--- src/rtl/isa_tx_seq_pkg.sv ---
// Shared types for the ISA tx sequencer: FSM states, word classes, trigger address.
// Optional statistics outputs are enabled with the ISA_TX_SEQ_STATS_EN macro.
package isa_tx_seq_pkg;

   typedef enum logic [1:0] {
      ST_IDLE,
      ST_RUN,
      ST_WAIT,
      ST_DONE
   } seq_state_e;

   typedef enum logic [1:0] {
      WC_TRIG,
      WC_ZERO,
      WC_TS
   } word_class_e;

   localparam logic [31:0] TRIG_ADDR_DEFAULT = 32'h0200_1000;

   function automatic word_class_e classify_word(input logic [63:0] word,
                                                 input logic [31:0] trig_addr);
      if (word[63:32] == trig_addr) begin
         return WC_TRIG;
      end else if (word == '0) begin
         return WC_ZERO;
      end else begin
         return WC_TS;
      end
   endfunction

endpackage

--- src/rtl/isa_tx_seq_fifo.sv ---
// Show-ahead synchronous FIFO, DEPTH x 64; a push while full is accepted only
// when a pop frees the head entry in the same cycle.
module isa_tx_seq_fifo #(
   parameter int unsigned DEPTH = 16,
   localparam int unsigned AW = $clog2(DEPTH)
) (
   input  logic          clk,
   input  logic          rst,
   input  logic          wr_en,
   input  logic [63:0]   wr_data,
   input  logic          rd_en,
   output logic [63:0]   rd_data,
   output logic          full,
   output logic          empty,
   output logic [AW:0]   free_next
);

   logic [63:0]   mem_q [DEPTH];
   logic [AW-1:0] wr_ptr_q, wr_ptr_d;
   logic [AW-1:0] rd_ptr_q, rd_ptr_d;
   logic [AW:0]   count_q, count_d;
   logic          push;
   logic          pop;

   assign full    = (count_q == (AW+1)'(DEPTH));
   assign empty   = (count_q == '0);
   assign rd_data = mem_q[rd_ptr_q];

   always_comb begin
      pop       = rd_en && !empty;
      push      = wr_en && (!full || pop);
      wr_ptr_d  = push ? wr_ptr_q + AW'(1) : wr_ptr_q;
      rd_ptr_d  = pop  ? rd_ptr_q + AW'(1) : rd_ptr_q;
      count_d   = count_q + (AW+1)'(push) - (AW+1)'(pop);
      free_next = (AW+1)'(DEPTH) - count_d;
   end

   always_ff @(posedge clk) begin
      if (push) begin
         mem_q[wr_ptr_q] <= wr_data;
      end
   end

   always_ff @(posedge clk or posedge rst) begin
      if (rst) begin
         wr_ptr_q <= '0;
         rd_ptr_q <= '0;
         count_q  <= '0;
      end else begin
         wr_ptr_q <= wr_ptr_d;
         rd_ptr_q <= rd_ptr_d;
         count_q  <= count_d;
      end
   end

endmodule

--- src/rtl/isa_tx_sequencer.sv ---
// Replays buffered ISA tx words against a free-running timer: TRIG arms a run,
// ZERO rebases time, TS words fire O_play. Macro ISA_TX_SEQ_STATS_EN adds counters.
module isa_tx_sequencer
   import isa_tx_seq_pkg::*;
#(
   parameter int unsigned DEPTH        = 16,
   parameter int unsigned TS_W         = 48,
   parameter int unsigned READY_MARGIN = 2,
   parameter logic [31:0] TRIG_ADDR    = TRIG_ADDR_DEFAULT
) (
   input  logic             I_clk,
   input  logic             I_rst,
   input  logic [63:0]      I_tx_data,
   input  logic             I_tx_en,
   output logic             O_tx_ready,
   output logic             O_run,
   output logic             O_play,
   output logic [TS_W-1:0]  O_play_ts,
   output logic [31:0]      O_play_cnt,
   output logic [31:0]      O_trig_num,
   output logic             O_done,
   output logic             O_late,
   output logic             O_ovf
`ifdef ISA_TX_SEQ_STATS_EN
   ,output logic [15:0]     O_late_cnt,
   output logic [15:0]      O_drop_cnt
`endif
);

   localparam int unsigned AW = $clog2(DEPTH);

   seq_state_e       state_q, state_d;
   logic [TS_W-1:0]  timer_q, timer_d;
   logic [TS_W-1:0]  target_q, target_d;
   logic             run_q, run_d;
   logic             play_q, play_d;
   logic [TS_W-1:0]  play_ts_q, play_ts_d;
   logic [31:0]      play_cnt_q, play_cnt_d;
   logic [31:0]      trig_num_q, trig_num_d;
   logic             done_q, done_d;
   logic             late_q, late_d;
   logic             ovf_q, ovf_d;
   logic             ready_q, ready_d;
`ifdef ISA_TX_SEQ_STATS_EN
   logic [15:0]      late_cnt_q, late_cnt_d;
   logic [15:0]      drop_cnt_q, drop_cnt_d;
`endif

   logic [63:0]      head;
   logic             full;
   logic             empty;
   logic [AW:0]      free_next;
   logic             pop;
   word_class_e      head_class;
   logic [TS_W-1:0]  head_ts;
   logic             start_run;
   logic             fire;
   logic [TS_W-1:0]  fire_ts;
   logic [31:0]      cnt_next;
   logic             drop;

   isa_tx_seq_fifo #(.DEPTH(DEPTH)) u_fifo (
      .clk       (I_clk),
      .rst       (I_rst),
      .wr_en     (I_tx_en),
      .wr_data   (I_tx_data),
      .rd_en     (pop),
      .rd_data   (head),
      .full      (full),
      .empty     (empty),
      .free_next (free_next)
   );

   assign head_class = classify_word(head, TRIG_ADDR);
   assign head_ts    = head[TS_W-1:0];
   assign pop        = !empty && ((state_q == ST_IDLE) || (state_q == ST_RUN));

   always_comb begin
      state_d    = state_q;
      timer_d    = timer_q;
      target_d   = target_q;
      run_d      = run_q;
      play_d     = 1'b0;
      play_ts_d  = play_ts_q;
      play_cnt_d = play_cnt_q;
      trig_num_d = trig_num_q;
      done_d     = 1'b0;
      late_d     = 1'b0;
      ovf_d      = ovf_q || (I_tx_en && full && !pop);
      ready_d    = 32'(free_next) > READY_MARGIN;
      start_run  = 1'b0;
      fire       = 1'b0;
      fire_ts    = target_q;
      drop       = 1'b0;

      if ((state_q == ST_RUN) || (state_q == ST_WAIT)) begin
         timer_d = timer_q + TS_W'(1);
      end

      unique case (state_q)
         ST_IDLE: begin
            if (pop) begin
               if (head_class == WC_TRIG) start_run = 1'b1;
               else                       drop      = 1'b1;
            end
         end
         ST_RUN: begin
            if (pop) begin
               unique case (head_class)
                  WC_TRIG: start_run = 1'b1;
                  WC_ZERO: timer_d   = '0;
                  default: begin
                     // A target at or behind the timer fires straight from the pop cycle
                     // instead of parking in WAIT, so a stale timestamp cannot hang the run.
                     if (head_ts <= timer_q) begin
                        fire    = 1'b1;
                        fire_ts = head_ts;
                        late_d  = head_ts < timer_q;
                     end else begin
                        target_d = head_ts;
                        state_d  = ST_WAIT;
                     end
                  end
               endcase
            end
         end
         ST_WAIT: begin
            if (timer_q == target_q) begin
               fire    = 1'b1;
               fire_ts = target_q;
            end
         end
         ST_DONE: begin
            done_d  = 1'b1;
            run_d   = 1'b0;
            state_d = ST_IDLE;
         end
         default: state_d = ST_IDLE;
      endcase

      cnt_next = play_cnt_q + 32'd1;
      if (fire) begin
         play_d     = 1'b1;
         play_ts_d  = fire_ts;
         play_cnt_d = cnt_next;
         state_d    = ((trig_num_q != '0) && (cnt_next == trig_num_q)) ? ST_DONE : ST_RUN;
      end

      if (start_run) begin
         trig_num_d = head[31:0];
         timer_d    = '0;
         play_cnt_d = '0;
         run_d      = 1'b1;
         state_d    = ST_RUN;
      end
   end

`ifdef ISA_TX_SEQ_STATS_EN
   always_comb begin
      late_cnt_d = late_cnt_q;
      drop_cnt_d = drop_cnt_q;
      if (late_d && (late_cnt_q != '1)) late_cnt_d = late_cnt_q + 16'd1;
      if (drop && (drop_cnt_q != '1))   drop_cnt_d = drop_cnt_q + 16'd1;
   end

   always_ff @(posedge I_clk or posedge I_rst) begin
      if (I_rst) begin
         late_cnt_q <= '0;
         drop_cnt_q <= '0;
      end else begin
         late_cnt_q <= late_cnt_d;
         drop_cnt_q <= drop_cnt_d;
      end
   end

   assign O_late_cnt = late_cnt_q;
   assign O_drop_cnt = drop_cnt_q;
`endif

   always_ff @(posedge I_clk or posedge I_rst) begin
      if (I_rst) begin
         state_q    <= ST_IDLE;
         timer_q    <= '0;
         target_q   <= '0;
         run_q      <= 1'b0;
         play_q     <= 1'b0;
         play_ts_q  <= '0;
         play_cnt_q <= '0;
         trig_num_q <= '0;
         done_q     <= 1'b0;
         late_q     <= 1'b0;
         ovf_q      <= 1'b0;
         ready_q    <= 1'b1;
      end else begin
         state_q    <= state_d;
         timer_q    <= timer_d;
         target_q   <= target_d;
         run_q      <= run_d;
         play_q     <= play_d;
         play_ts_q  <= play_ts_d;
         play_cnt_q <= play_cnt_d;
         trig_num_q <= trig_num_d;
         done_q     <= done_d;
         late_q     <= late_d;
         ovf_q      <= ovf_d;
         ready_q    <= ready_d;
      end
   end

   assign O_tx_ready = ready_q;
   assign O_run      = run_q;
   assign O_play     = play_q;
   assign O_play_ts  = play_ts_q;
   assign O_play_cnt = play_cnt_q;
   assign O_trig_num = trig_num_q;
   assign O_done     = done_q;
   assign O_late     = late_q;
   assign O_ovf      = ovf_q;

endmodule

--- config.mk ---
export PLATFORM = sky130hd
export DESIGN_NAME = isa_tx_sequencer
export DESIGN_NICKNAME = d
export VERILOG_FILES = /design/src/rtl/isa_tx_seq_pkg.sv /design/src/rtl/isa_tx_seq_fifo.sv /design/src/rtl/isa_tx_sequencer.sv
export SDC_FILE = /design/constraint.sdc
export NUM_CORES = 2
export LEC_CHECK = 0
export CAP_MARGIN = 40
export CORE_MARGIN = 10
export CORE_UTILIZATION = 51
export CTS_BUF_LIST = sky130_fd_sc_hd__clkbuf_16
export CTS_CLUSTER_DIAMETER = 200
export DETAILED_ROUTE_END_ITERATION = 8
export GPL_TIMING_DRIVEN = 0
export HOLD_SLACK_MARGIN = 0.1
export PLACE_DENSITY = 0.67
export RECOVER_POWER = 50
export SYNTH_ARGS = -nofsm -noshare
export SYNTH_HDL_FRONTEND = slang
export SYNTH_SLANG_ARGS = --single-unit
--- constraint.sdc ---
create_clock -name I_clk -period 24.2 [get_ports I_clk]
set_input_delay 7.26 -clock I_clk [delete_from_list [all_inputs] [get_ports I_clk]]
set_output_delay 7.26 -clock I_clk [all_outputs]
set_load 0.02 [all_outputs]
==> summary.txt <==
Synth
  • Synth top area cells: sky130_fd_sc_hd__edfxtp_1, sky130_fd_sc_hd__dfrtp_1, sky130_fd_sc_hd__mux4_2
  • Syn_nets: 3,126
  • Synth top cells by count: sky130_fd_sc_hd__edfxtp_1, sky130_fd_sc_hd__dfrtp_1, sky130_fd_sc_hd__mux4_2
  • Asr flop ratio synth: 18.28%
  • Sequential cell area fraction in the yosys report: 71.65%
  • Cell taking the most area after synthesis: sky130_fd_sc_hd__edfxtp_1
  • Yosys warning total: 0
  • Fraction of post-synthesis cell area in the top cell type by area: 60.39%
  • Post-synthesis sequential element count: 1,253
  • EDFF count, synth: 1,024
  • Post-synthesis instance total: 2,991
  • Synthesized area divided by synthesized cell count: 17.02 um^2
  • Cell with the most instances after synthesis: sky130_fd_sc_hd__edfxtp_1
  • Number of unique standard cell types used by synthesis: 67
  • Summed instance area of the synthesized netlist: 50,920 um^2
  • Most common flop cell mapped by yosys: sky130_fd_sc_hd__edfxtp_1

Floorplanning
  • Core region area: ~100,000 um^2
  • Starting density of the core: between 50% and 60%
  • Horizontal die dimension: approximately 340 um
  • Number of I/O pins: 185
  • Die ar.: between 100,000 and 150,000 um^2
  • Core Rows: 115
  • Die Y-Extent: 336.0 um

Global route
  • Largest net degree at the start of global routing: 117
  • Via count of the first global-routing pass: 30,148
  • Wire length of the first global-routing pass: just over 200,000 um
  • Number of antenna violations at the first check in global routing: 28
  • Sum of overflow across all layers after global routing: 0
  • Combined global-route utilization of all metal layers: 25.31%

Placed design
  • Placed cell areas: between 50,000 and 60,000 um^2
  • Number of buffer cells added on primary ports: between 150 and 200
  • RD Place Congestion: 0.9033
  • Placed wire-length estimate after detailed placement: 94,170 um

Clocking
  • Post-CTS repair timing setup buffer count: 0
  • H-tree levels: 4
  • Hold buffer count at CTS: 0
  • Max Root-Sink Buffers: 3
  • CTS tree: built
  • Number of buffers inserted during clock tree synthesis: 131
  • Cell at the root of the clock tree: sky130_fd_sc_hd__clkbuf_16
  • Resize count post-CTS: 0
  • Clk slew on worst S/H paths: 0.06 ns
  • Count of clock tree sinks: 1,253
  • Clock latency on the worst-skew pair: 0.75 ns

Detailed routing
  • Via-per-instance ratio: 6.308
  • Count of routing violations after the opening detailed-route iteration: about 3,400
  • DRT antenna net count: 0
  • DR DRC count: 0
  • Routed Wire Length: 143,800 um
  • Via count: 30,033
  • Number of detailed-route iterations in the first pass: 6
  • Routed wire per std cell: 30.21 um

Power and ir drop
  • Power density normalized to cell area: roughly 110 nW/um^2
  • Internal power: 0.004375 W
  • Share of power burned in registers: 39.0%
  • Net switching share of the total power: 33.60%
  • Static leakage: 20.59 nW
  • Combinational fraction of design power: 31.3%
  • Fraction of power consumed by the clock network: ~30%
  • Switching power total: 0.002214 W
  • VDD IR max: 0.06922 mV

Critical path
  • Number of cell instances on the worst register-to-register path: 24
  • Data arrival time at the worst-slack endpoint: 12.47 ns
  • Kind of capture point of the worst setup path: flop
  • Critical-path maximum fanout: 10
  • Register-to-register setup slack: between 10 and 15 ns
  • Startpoint-to-endpoint class of the critical path: reg -> reg
  • Reg2reg end: state_q[1]
  • Critical path startpoint category: flop
  • Crit Reg-Reg Startpoint: u_fifo.rd_ptr_q[0]
  • Required time worst endpoint: between 20 and 25 ns

Layout
  • Fraction of final layout cells with drive strength greater than 1: between 15 and 20%
  • Number of filler instances in the final layout: 7,190
  • Final Util: 60.16%
  • # nets final: between 3,000 and 4,000
  • P&R area growth vs syn: 16.62%
  • Post-layout instance area: 59,380 um^2

Timing
  • Clock tree skew after final layout: 0.03312 ns
  • Total Negative Setup Slacks: 0 ns
  • Fin. Hold Viols: 0
  • Upper clock frequency limit: 0.08448 GHz
  • Final setup viols: 0
  • Crit share post-route: 48.92%
  • Pin slew with the least headroom to its limit: 5.123 ns
  • Minimum period implied by the final worst setup slack: 11.84 ns
  • Setup repair after global routing missed its margin: no
  • Number of slew-limit violations in the final report: 124
  • Worst slew margin: -243.4%

Flow run
  • Max cap viols: 2

Worst hold path
  • Number of stages on the worst hold path: 2
  • Hold Path Origin: O_play_ts[30]
  • Worst Hold Path EP: O_play_ts[30]
  • Classification of the worst-slack hold path: reg -> reg

Status
  • Violated checks: capacitance limit, slew limit
  • Result of the run: finished with violations
==> power groups by stage <==
| stage | clock (W) | sequential (W) | combinational, W |
|---|---|---|---|
| floorplan | 0 | 0.00260 | 0.00111 |
| CTS | 0.00198 | 0.00257 | 0.00205 |
| global route | 0.00206 | 0.00258 | 0.00216 |
| finish | 0.00195 | 0.00257 | 0.00206 |
| global placement | 0 | 0.00263 | 0.00187 |
| detailed placement | 0 | 0.00261 | 0.00204 |
==> sequential cells by signal (all words and copies together) (netlist names) <==
name,cells
u_fifo.wr_ptr_q,4
O_done,1
O_trig_num,32
O_play_cnt,32
u_fifo.count_q,5
O_ovf,1
O_play_ts,48
O_tx_ready,1
u_fifo.mem_q,1024
u_fifo.rd_ptr_q,4
O_late,1
O_run,1
state_q,2
target_q,48
O_play,1
timer_q,48
==> worst max path at each step <==
| stage | from | endpoint | slack [ns] | cells after the start |
|---|---|---|---|---|
| after floorplan | I_rst | O_done | 10.67 | 1 |
| after global placement | I_rst | u_fifo.count_q[2] | 7.71 | 2 |
| after detailed placement | I_tx_en | O_tx_ready | 14.37 | 12 |
| after CTS | O_trig_num[16] | O_trig_num[16] | 14.93 | 1 |
| after global routing | u_fifo.rd_ptr_q[0] | state_q[1] | 11.59 | 24 |
| final | u_fifo.rd_ptr_q[0] | state_q[1] | 12.36 | 24 |
==> kinds of logic after synthesis <==
logic type / share of synthesized area, %
compound gates: 4.662
mux: 11.98
simple gates: 5.686
flops: 71.65
xor+xnor: 2.391
buf+inv: 1.949
fa+ha+maj: 1.686
==> metrics by stage <==
stage / instances / hold WS, ns / setup slack (ns) / power [W]
floorplan: 2991 / 0.4930 / 10.67 / 0.003715
global placement: 4462 / 0.4649 / 7.713 / 0.004502
detailed placement: 4519 / 0.4768 / 14.37 / 0.004650
CTS: 4753 / 0.4880 / 14.93 / 0.006593
global route: 4756 / 0.5141 / 11.59 / 0.006805
finish: 4761 / 0.4803 / 12.36 / 0.006589
==> layer usage <==
layer / wire length (um) / vias to the layer above / global-route usage (%) / part of all wire [%]
met5: 95 / - / 0 / 0.066
met4: 5589 / 16 / 9.766 / 3.9
met3: 13400 / 328 / 5.976 / 9.3
met2: 69020 / 1608 / 41.11 / 48
met1: 55740 / 15524 / 32.96 / 39
li1: - / 12557 / - / -
==> critical path: stages, from the launching register on <==
cell and delay (ns):
sky130_fd_sc_hd__dfrtp_1 0.50, sky130_fd_sc_hd__clkbuf_1 0.68, sky130_fd_sc_hd__clkbuf_1 0.66, sky130_fd_sc_hd__clkbuf_1 0.92, sky130_fd_sc_hd__clkbuf_1 0.98, sky130_fd_sc_hd__clkbuf_1 0.96, sky130_fd_sc_hd__clkbuf_1 0.66, sky130_fd_sc_hd__mux2i_1 0.27
sky130_fd_sc_hd__a22oi_1 0.08, sky130_fd_sc_hd__nand2_1 0.07, sky130_fd_sc_hd__o31a_1 0.43, sky130_fd_sc_hd__inv_1 0.29, sky130_fd_sc_hd__ha_1 0.35, sky130_fd_sc_hd__nand4_1 0.12, sky130_fd_sc_hd__or2_2 0.32, sky130_fd_sc_hd__nor3_1 0.19
sky130_fd_sc_hd__nand2_1 0.15, sky130_fd_sc_hd__o211ai_1 0.45, sky130_fd_sc_hd__a211oi_1 0.15, sky130_fd_sc_hd__a311oi_1 1.45, sky130_fd_sc_hd__clkbuf_1 0.52, sky130_fd_sc_hd__clkbuf_1 0.61, sky130_fd_sc_hd__clkbuf_1 0.53, sky130_fd_sc_hd__nand4_1 0.23
sky130_fd_sc_hd__o31ai_1 0.12
==> layout by cell type (no fill, tap or decap), types with 41 or more instances in the layout <==
cell type                         count
sky130_fd_sc_hd__xnor2_1            115
sky130_fd_sc_hd__mux2i_1            126
sky130_fd_sc_hd__ha_1                67
sky130_fd_sc_hd__inv_1              103
sky130_fd_sc_hd__dlygate4sd3_1       66
sky130_fd_sc_hd__o21ai_0            104
sky130_fd_sc_hd__clkbuf_16          136
sky130_fd_sc_hd__clkdlybuf4s50_1    118
sky130_fd_sc_hd__a22oi_1             60
sky130_fd_sc_hd__nand2_1            152
sky130_fd_sc_hd__dfrtp_1            228
sky130_fd_sc_hd__mux2_2              74
sky130_fd_sc_hd__nor2_1             107
sky130_fd_sc_hd__nand3_1             45
sky130_fd_sc_hd__clkbuf_1            95
sky130_fd_sc_hd__mux4_2             176
sky130_fd_sc_hd__nand4_1             41
sky130_fd_sc_hd__nor4_1              69
sky130_fd_sc_hd__a21oi_1             67
sky130_fd_sc_hd__edfxtp_1          1024
==> cell type report <==
cell class	count	area, um^2	share of cell area (%)
sequential	1253	36480	61.44
multi-input combinational	1522	13470	22.68
clock buffer	136	3403	5.731
timing repair buffer	241	2738	4.610
tap	1287	1610	2.712
clock inverter	98	758.2	1.277
buffer	136	598.1	1.007
inverter	80	301.5	0.5078
antenna	8	20.02	0.03371
No activity file was read; power rests on OpenSTA's default activity.
